$ cat config.mk
export PLATFORM = sky130hd
export DESIGN_NAME = ddr3_dma_stream_writer
export DESIGN_NICKNAME = d
export VERILOG_FILES = /design/src/rtl/ddr3_dma_pkg.sv /design/src/rtl/ddr3_dma_idle_timer.sv /design/src/rtl/ddr3_dma_stream_writer.sv
export SDC_FILE = /design/constraint.sdc
export NUM_CORES = 1
export LEC_CHECK = 0
export CORE_MARGIN = 2
export CORE_UTILIZATION = 50
export CTS_CLUSTER_SIZE = 8
export DETAILED_ROUTE_END_ITERATION = 7
export PLACE_DENSITY = 0.76
export SYNTH_ARGS = -nofsm -noshare
export SYNTH_HDL_FRONTEND = slang
export SYNTH_HIERARCHICAL = 1
export SYNTH_SLANG_ARGS = --single-unit
$ cat constraint.sdc
create_clock -name clk -period 4.2 [get_ports clk]
set_input_delay 0.84 -clock clk [delete_from_list [all_inputs] [get_ports clk]]
set_output_delay 0.84 -clock clk [all_outputs]
set_load 0.03 [all_outputs]
$ cat src/rtl/ddr3_dma_pkg.sv
// Shared definitions for the DDR3 DMA stream writer/drainer blocks.
// FSM encoding, default counter width and ping-pong half selectors.
package ddr3_dma_pkg;

    localparam int unsigned SIZE_WIDTH_DEF = 24;
    localparam int unsigned DATA_WIDTH_DEF = 32;

    localparam logic [1:0] PP_HALF0 = 2'b01;
    localparam logic [1:0] PP_HALF1 = 2'b10;

    typedef enum logic [1:0] {
        ST_IDLE    = 2'd0,
        ST_XFER    = 2'd1,
        ST_RELEASE = 2'd2
    } dma_state_t;

endpackage

$ cat src/rtl/ddr3_dma_idle_timer.sv
// Saturating idle down-counter: reload on clear, count on enable, flag the
// enabled cycle on which TIMEOUT idle cycles have elapsed. TIMEOUT=0 disables.
module ddr3_dma_idle_timer #(
    parameter int unsigned TIMEOUT = 16
) (
    input  logic clk,
    input  logic rst,
    input  logic i_clear,
    input  logic i_enable,
    output logic o_expired_c
);

    localparam int unsigned W = (TIMEOUT > 1) ? $clog2(TIMEOUT) : 1;
    localparam logic [W-1:0] LOAD = (TIMEOUT > 0) ? W'(TIMEOUT - 1) : '0;

    logic [W-1:0] r_count;

    always_ff @(posedge clk) begin
        if (rst || i_clear) begin
            r_count <= LOAD;
        end else if (i_enable && (r_count != '0)) begin
            r_count <= r_count - W'(1);
        end
    end

    assign o_expired_c = (TIMEOUT != 0) && i_enable && (r_count == '0);

endmodule

$ cat src/rtl/ddr3_dma_stream_writer.sv
// Packs a valid/ready word stream into one ping-pong FIFO half at a time,
// releasing the half when full, on stream last, on flush or on idle timeout.
module ddr3_dma_stream_writer
    import ddr3_dma_pkg::*;
#(
    parameter int unsigned DATA_WIDTH   = DATA_WIDTH_DEF,
    parameter int unsigned SIZE_WIDTH   = SIZE_WIDTH_DEF,
    parameter int unsigned IDLE_TIMEOUT = 16
) (
    input  logic                  clk,
    input  logic                  rst,
    input  logic [DATA_WIDTH-1:0] i_data,
    input  logic                  i_valid,
    output logic                  o_ready,
    input  logic                  i_last,
    input  logic                  i_flush,
    input  logic [1:0]            write_ready,
    output logic [1:0]            write_activate,
    input  logic [SIZE_WIDTH-1:0] write_size,
    output logic                  write_strobe,
    output logic [DATA_WIDTH-1:0] write_data,
    output logic                  o_busy,
    output logic [31:0]           o_total_count
);

    dma_state_t            r_state;
    dma_state_t            w_state_next;
    logic [1:0]            r_activate, w_activate_n;
    logic [SIZE_WIDTH-1:0] r_cnt, w_cnt_n;
    logic [SIZE_WIDTH-1:0] r_cap, w_cap_n;
    logic                  r_strobe, w_strobe_n;
    logic [DATA_WIDTH-1:0] r_data, w_data_n;
    logic [31:0]           r_total, w_total_n;
    logic                  w_timer_clr, w_timer_en, w_expired;
    logic                  w_accept, w_release, w_grant;
    logic [SIZE_WIDTH-1:0] w_cnt_inc, w_cnt_eff;

    // Ready depends on registers only so upstream never sees a valid->ready path.
    assign o_ready   = (r_state == ST_XFER) && (r_cnt < r_cap);
    assign w_accept  = i_valid && o_ready;
    assign w_cnt_inc = r_cnt + SIZE_WIDTH'(1);
    assign w_cnt_eff = w_accept ? w_cnt_inc : r_cnt;
    assign w_grant   = (r_activate == 2'b00) && (write_ready != 2'b00);

    // An empty half is never released, whatever the trigger.
    assign w_release = (w_accept && (w_cnt_inc == r_cap))
                     || (w_accept && i_last)
                     || (i_flush && (w_cnt_eff != '0))
                     || (w_expired && (r_cnt != '0));

    ddr3_dma_idle_timer #(
        .TIMEOUT(IDLE_TIMEOUT)
    ) u_idle_timer (
        .clk        (clk),
        .rst        (rst),
        .i_clear    (w_timer_clr),
        .i_enable   (w_timer_en),
        .o_expired_c(w_expired)
    );

    always_ff @(posedge clk) begin
        if (rst) begin
            r_state <= ST_IDLE;
        end else begin
            r_state <= w_state_next;
        end
    end

    always_comb begin
        w_state_next = r_state;
        case (r_state)
            ST_IDLE:    if (w_grant) w_state_next = ST_XFER;
            ST_XFER:    if (w_release) w_state_next = ST_RELEASE;
            ST_RELEASE: w_state_next = ST_IDLE;
            default:    w_state_next = ST_IDLE;
        endcase
    end

    // Ownership is dropped on the first IDLE edge, after the final strobe has landed.
    always_comb begin
        w_activate_n = r_activate;
        w_cnt_n      = r_cnt;
        w_cap_n      = r_cap;
        w_strobe_n   = 1'b0;
        w_data_n     = r_data;
        w_total_n    = r_total;
        w_timer_clr  = 1'b0;
        w_timer_en   = 1'b0;
        case (r_state)
            ST_IDLE: begin
                if (r_activate != 2'b00) begin
                    w_activate_n = 2'b00;
                end else if (write_ready != 2'b00) begin
                    w_activate_n = write_ready[0] ? PP_HALF0 : PP_HALF1;
                    w_cap_n      = (write_size == '0) ? SIZE_WIDTH'(1) : write_size;
                    w_cnt_n      = '0;
                    w_timer_clr  = 1'b1;
                end
            end
            ST_XFER: begin
                if (w_accept) begin
                    w_strobe_n  = 1'b1;
                    w_data_n    = i_data;
                    w_cnt_n     = w_cnt_inc;
                    w_total_n   = r_total + 32'd1;
                    w_timer_clr = 1'b1;
                end else begin
                    w_timer_en  = 1'b1;
                end
            end
            default: ;
        endcase
    end

    always_ff @(posedge clk) begin
        if (rst) begin
            r_activate <= 2'b00;
            r_cnt      <= '0;
            r_cap      <= '0;
            r_strobe   <= 1'b0;
            r_data     <= '0;
            r_total    <= '0;
        end else begin
            r_activate <= w_activate_n;
            r_cnt      <= w_cnt_n;
            r_cap      <= w_cap_n;
            r_strobe   <= w_strobe_n;
            r_data     <= w_data_n;
            r_total    <= w_total_n;
        end
    end

    assign write_activate = r_activate;
    assign write_strobe   = r_strobe;
    assign write_data     = r_data;
    assign o_total_count  = r_total;
    assign o_busy         = (r_activate != 2'b00);

endmodule

==> impl_metrics.py <==
metrics = {
    "setup_path": {
        "setup.worst_path.end": "o_ready",
        "endpoint_kind": "output pin",
        "r2r_cells": 9,
        "startpoint_type": "flop",
        "critPathLaunch": "r_cnt[5]$_SDFFE_PP0P_",
        "crit_chain": "ha_1 -> or3_1 -> a21oi_1 -> a311oi_1 -> nor3_1 -> clkdlybuf4s50_1",
        "crit_family": "buffers and inverters",
        "critical_path_required_ns": 3.36,
        "r2r_slack_ns": 0.49,
        "critPathMaxFanout": 10,
        "r2r_end": "r_state[0]$_SDFFE_PP0P_",
        "cp_num_cells": 6,
        "critical_path.max_stage_delay_ns": 0.72,
        "worstPathArrival_ns": 2.97,
        "cp_slowest_cell": "clkdlybuf4s50_1",
        "worstSetupPathType": "reg -> out",
        "r2r_start": "r_cnt[5]$_SDFFE_PP0P_",
        "cp.buffers_inverters": 1,
    },
    "global_route": {
        "antenna_found_initial": 1,
        "track_usage_pct": 28.3,
        "grt_start_max_net_pins": 60,
        "overflow": 0,
        "grt_pass1_vias": 6359,
        "grt_pass1_wl_um": 32400,
    },
    "die": {
        "pin_count": 132,
        "dieArea_um2": 14500,
        "rows": 42,
        "coreArea_um2": 13200,
        "start_util_pct": 51.3,
        "die_w_um": 121,
        "dieHeight_um": 121,
    },
    "sta": {
        "finalHoldViolCount": 0,
        "finalClockSkew_ns": 0.00886,
        "post-route-min-period_ns": 3.81,
        "max-slew-margin-rel_pct": 40.7,
        "max_freq_ghz": 0.263,
        "rsz0062_at_grt": "false",
        "slew_violations": 0,
        "setup-tns-final_ns": 0,
        "setup-violations-final": 0,
        "period_share_pct": 90.6,
        "fin_hold_ws_ns": 0.451,
        "tightest_slew_ns": 0.881,
    },
    "clocking": {
        "clkSinkCount": 121,
        "numCtsBuffers": 17,
        "post_cts_buffers": 0,
        "clkTransAtPathRegs_ns": 0.06,
        "root_buffer": "clkbuf_16",
        "cts_resized": 0,
        "hold_buffers": 0,
        "clk-insertion-delay-late_ns": 0.42,
        "cts_tree": "yes",
        "clk_path_buf_depth": 2,
        "htree_levels": 4,
    },
    "synth": {
        "synthesis.nets": 973,
        "syn_area_per_cell_um2": 7.70,
        "synth-edff-count": 0,
        "netlist_instances": 882,
        "synth_ff_type": "dfxtp_1",
        "synth_top_area_share_pct": 35.7,
        "ys_ff_latch": 121,
        "synth_cell_types": 67,
        "yosys_warnings": 6,
        "synth_commonest_cells": "nand2_1 (160), dfxtp_1 (121), a21oi_1 (91)",
        "synthArstFlopShare_pct": 0,
        "synth_area_um2": 6790,
        "ys_seq_area_share_pct": 35.7,
        "synth_most_common_cell": "nand2_1",
        "synthTopCellsByArea": "dfxtp_1 (36%), nand2_1 (8.8%), a21oi_1 (6.7%)",
        "yosysTopAreaCell": "dfxtp_1",
    },
    "routing": {
        "drtIter0Drc": 707,
        "wl_per_cell_um": 16.9,
        "viasPerCell": 5.81,
        "drcViolationCount": 0,
        "ant_nets": 0,
        "first_pass_iters": 6,
        "num_vias": 6839,
        "drt-total-wl_um": 19900,
    },
    "finish": {
        "syn2layout_area_growth_pct": 29.3,
        "diodes": 0,
        "drive_gt1_share_pct": 6.69,
        "fill_cells": 1176,
        "nets": 1080,
    },
    "power_and_ir_drop": {
        "power_w": 0.00373,
        "power.density_nw_per_um2": 425,
        "leakagePower_nw": 3.23,
        "ir_drop_v": 0.000336,
    },
    "placed_design": {
        "gp_congestion": 1.05,
        "dp_hpwl_um": 14600,
        "io_buffers": 131,
    },
    "job": {
        "cap_violations": 0,
    },
    "status": {
        "status": "finished, final reports clean",
    },
    "hold_path": {
        "holdCritPathClass": "reg -> reg",
    },
}
## state kept, by name, indices dropped and copies added, names as in the netlist
signal and cells:
o_total_count 32, r_cap 24, r_cnt 24, r_state 2, u_idle_timer/r_count 4, write_activate 2
write_data 32, write_strobe 1
## worst min path at each step
stage	start	endpoint	slack, ns	cells after the start
after floorplan	r_cap[16]$_SDFFE_PP0P_	r_cap[16]$_SDFFE_PP0P_	0.44	2
after global routing	write_data[23]$_SDFFE_PP0P_	write_data[23]$_SDFFE_PP0P_	0.47	2
after CTS	write_data[17]$_SDFFE_PP0P_	write_data[17]$_SDFFE_PP0P_	0.45	2
final	write_data[10]$_SDFFE_PP0P_	write_data[10]$_SDFFE_PP0P_	0.45	2
after global placement	write_data[9]$_SDFFE_PP0P_	write_data[9]$_SDFFE_PP0P_	0.44	2
after detailed placement	write_data[16]$_SDFFE_PP0P_	write_data[16]$_SDFFE_PP0P_	0.45	2
## metal layers
layer  up-vias  track usage, %  part of all wire, %
met3        49            10.7                   11
met2       312            42.6                   44
met5         -               0                0.035
met1      3152            36.1                   41
met4         2            12.4                  3.4
li1       3324               -                    -
## cell usage in the layout, fill, tap and decap left out, types with 7 or more instances in the layout
master,n
a21oi_1,91
a31oi_1,11
and3_1,18
and4_1,10
buf_4,20
clkbuf_16,17
clkdlybuf4s50_1,130
clkinv_2,7
dfxtp_1,121
ha_1,28
inv_1,39
nand2_1,160
nand3_1,22
nand4_1,21
nor2_1,54
nor3_1,15
nor4_1,18
o21ai_0,50
or3_1,14
xnor2_1,32
xor2_1,25
## worst min-delay path, stage by stage (launching register included)
cell	delay [ns]
dfxtp_1	0.30
nand2_1	0.05
a21oi_1	0.05
## per-stage QoR
| stage | cells | cell area (um^2) | utilization [%] | worst slack (ns) |
|---|---|---|---|---|
| 2_1_floorplan | 882 | 6790 | - | 0.559 |
| 3_3_place_gp | 1146 | 8210 | 62.0 | 0.606 |
| 3_5_place_dp | 1146 | 8210 | 62.0 | 0.613 |
| 4_1_cts | 1178 | 8780 | 66.3 | 0.419 |
| 5_1_grt | 1178 | 8780 | 66.3 | 0.288 |
| 6_report | 1178 | 8780 | 66.3 | 0.394 |
## cell families (layout without fill, tap and decap cells)
family,Yosys count,in the layout,share of synthesized area [%]
AND/OR/NAND/NOR,367,367,26.9
AO/OA/AOI/OAI,200,200,17.2
flip-flops,121,121,35.7
buffers and inverters,101,221,5.99
XOR/XNOR,60,60,8.35
adder cells (fa/ha/maj),29,29,5.31
multiplexers,4,4,0.590
## layout make-up
class | instances | area (um^2) | area share [%]
Multi-Input combinational cell | 660 | 3970 | 45.2
Sequential cell | 121 | 2420 | 27.6
Timing Repair Buffer | 150 | 1450 | 16.5
Clock buffer | 19 | 443 | 5.04
Tap cell | 176 | 220 | 2.51
Inverter | 39 | 146 | 1.67
Clock inverter | 13 | 128 | 1.45
## report_power, final
part	total, W	switching (W)	leakage [nW]	internal [W]
clock	0.00141	0.000533	0.282	0.000882
sequential	0.00133	0.0000834	0.982	0.00125
combinational	0.000982	0.000599	1.97	0.000383
Note: power is estimated with default switching activity, not from simulation.
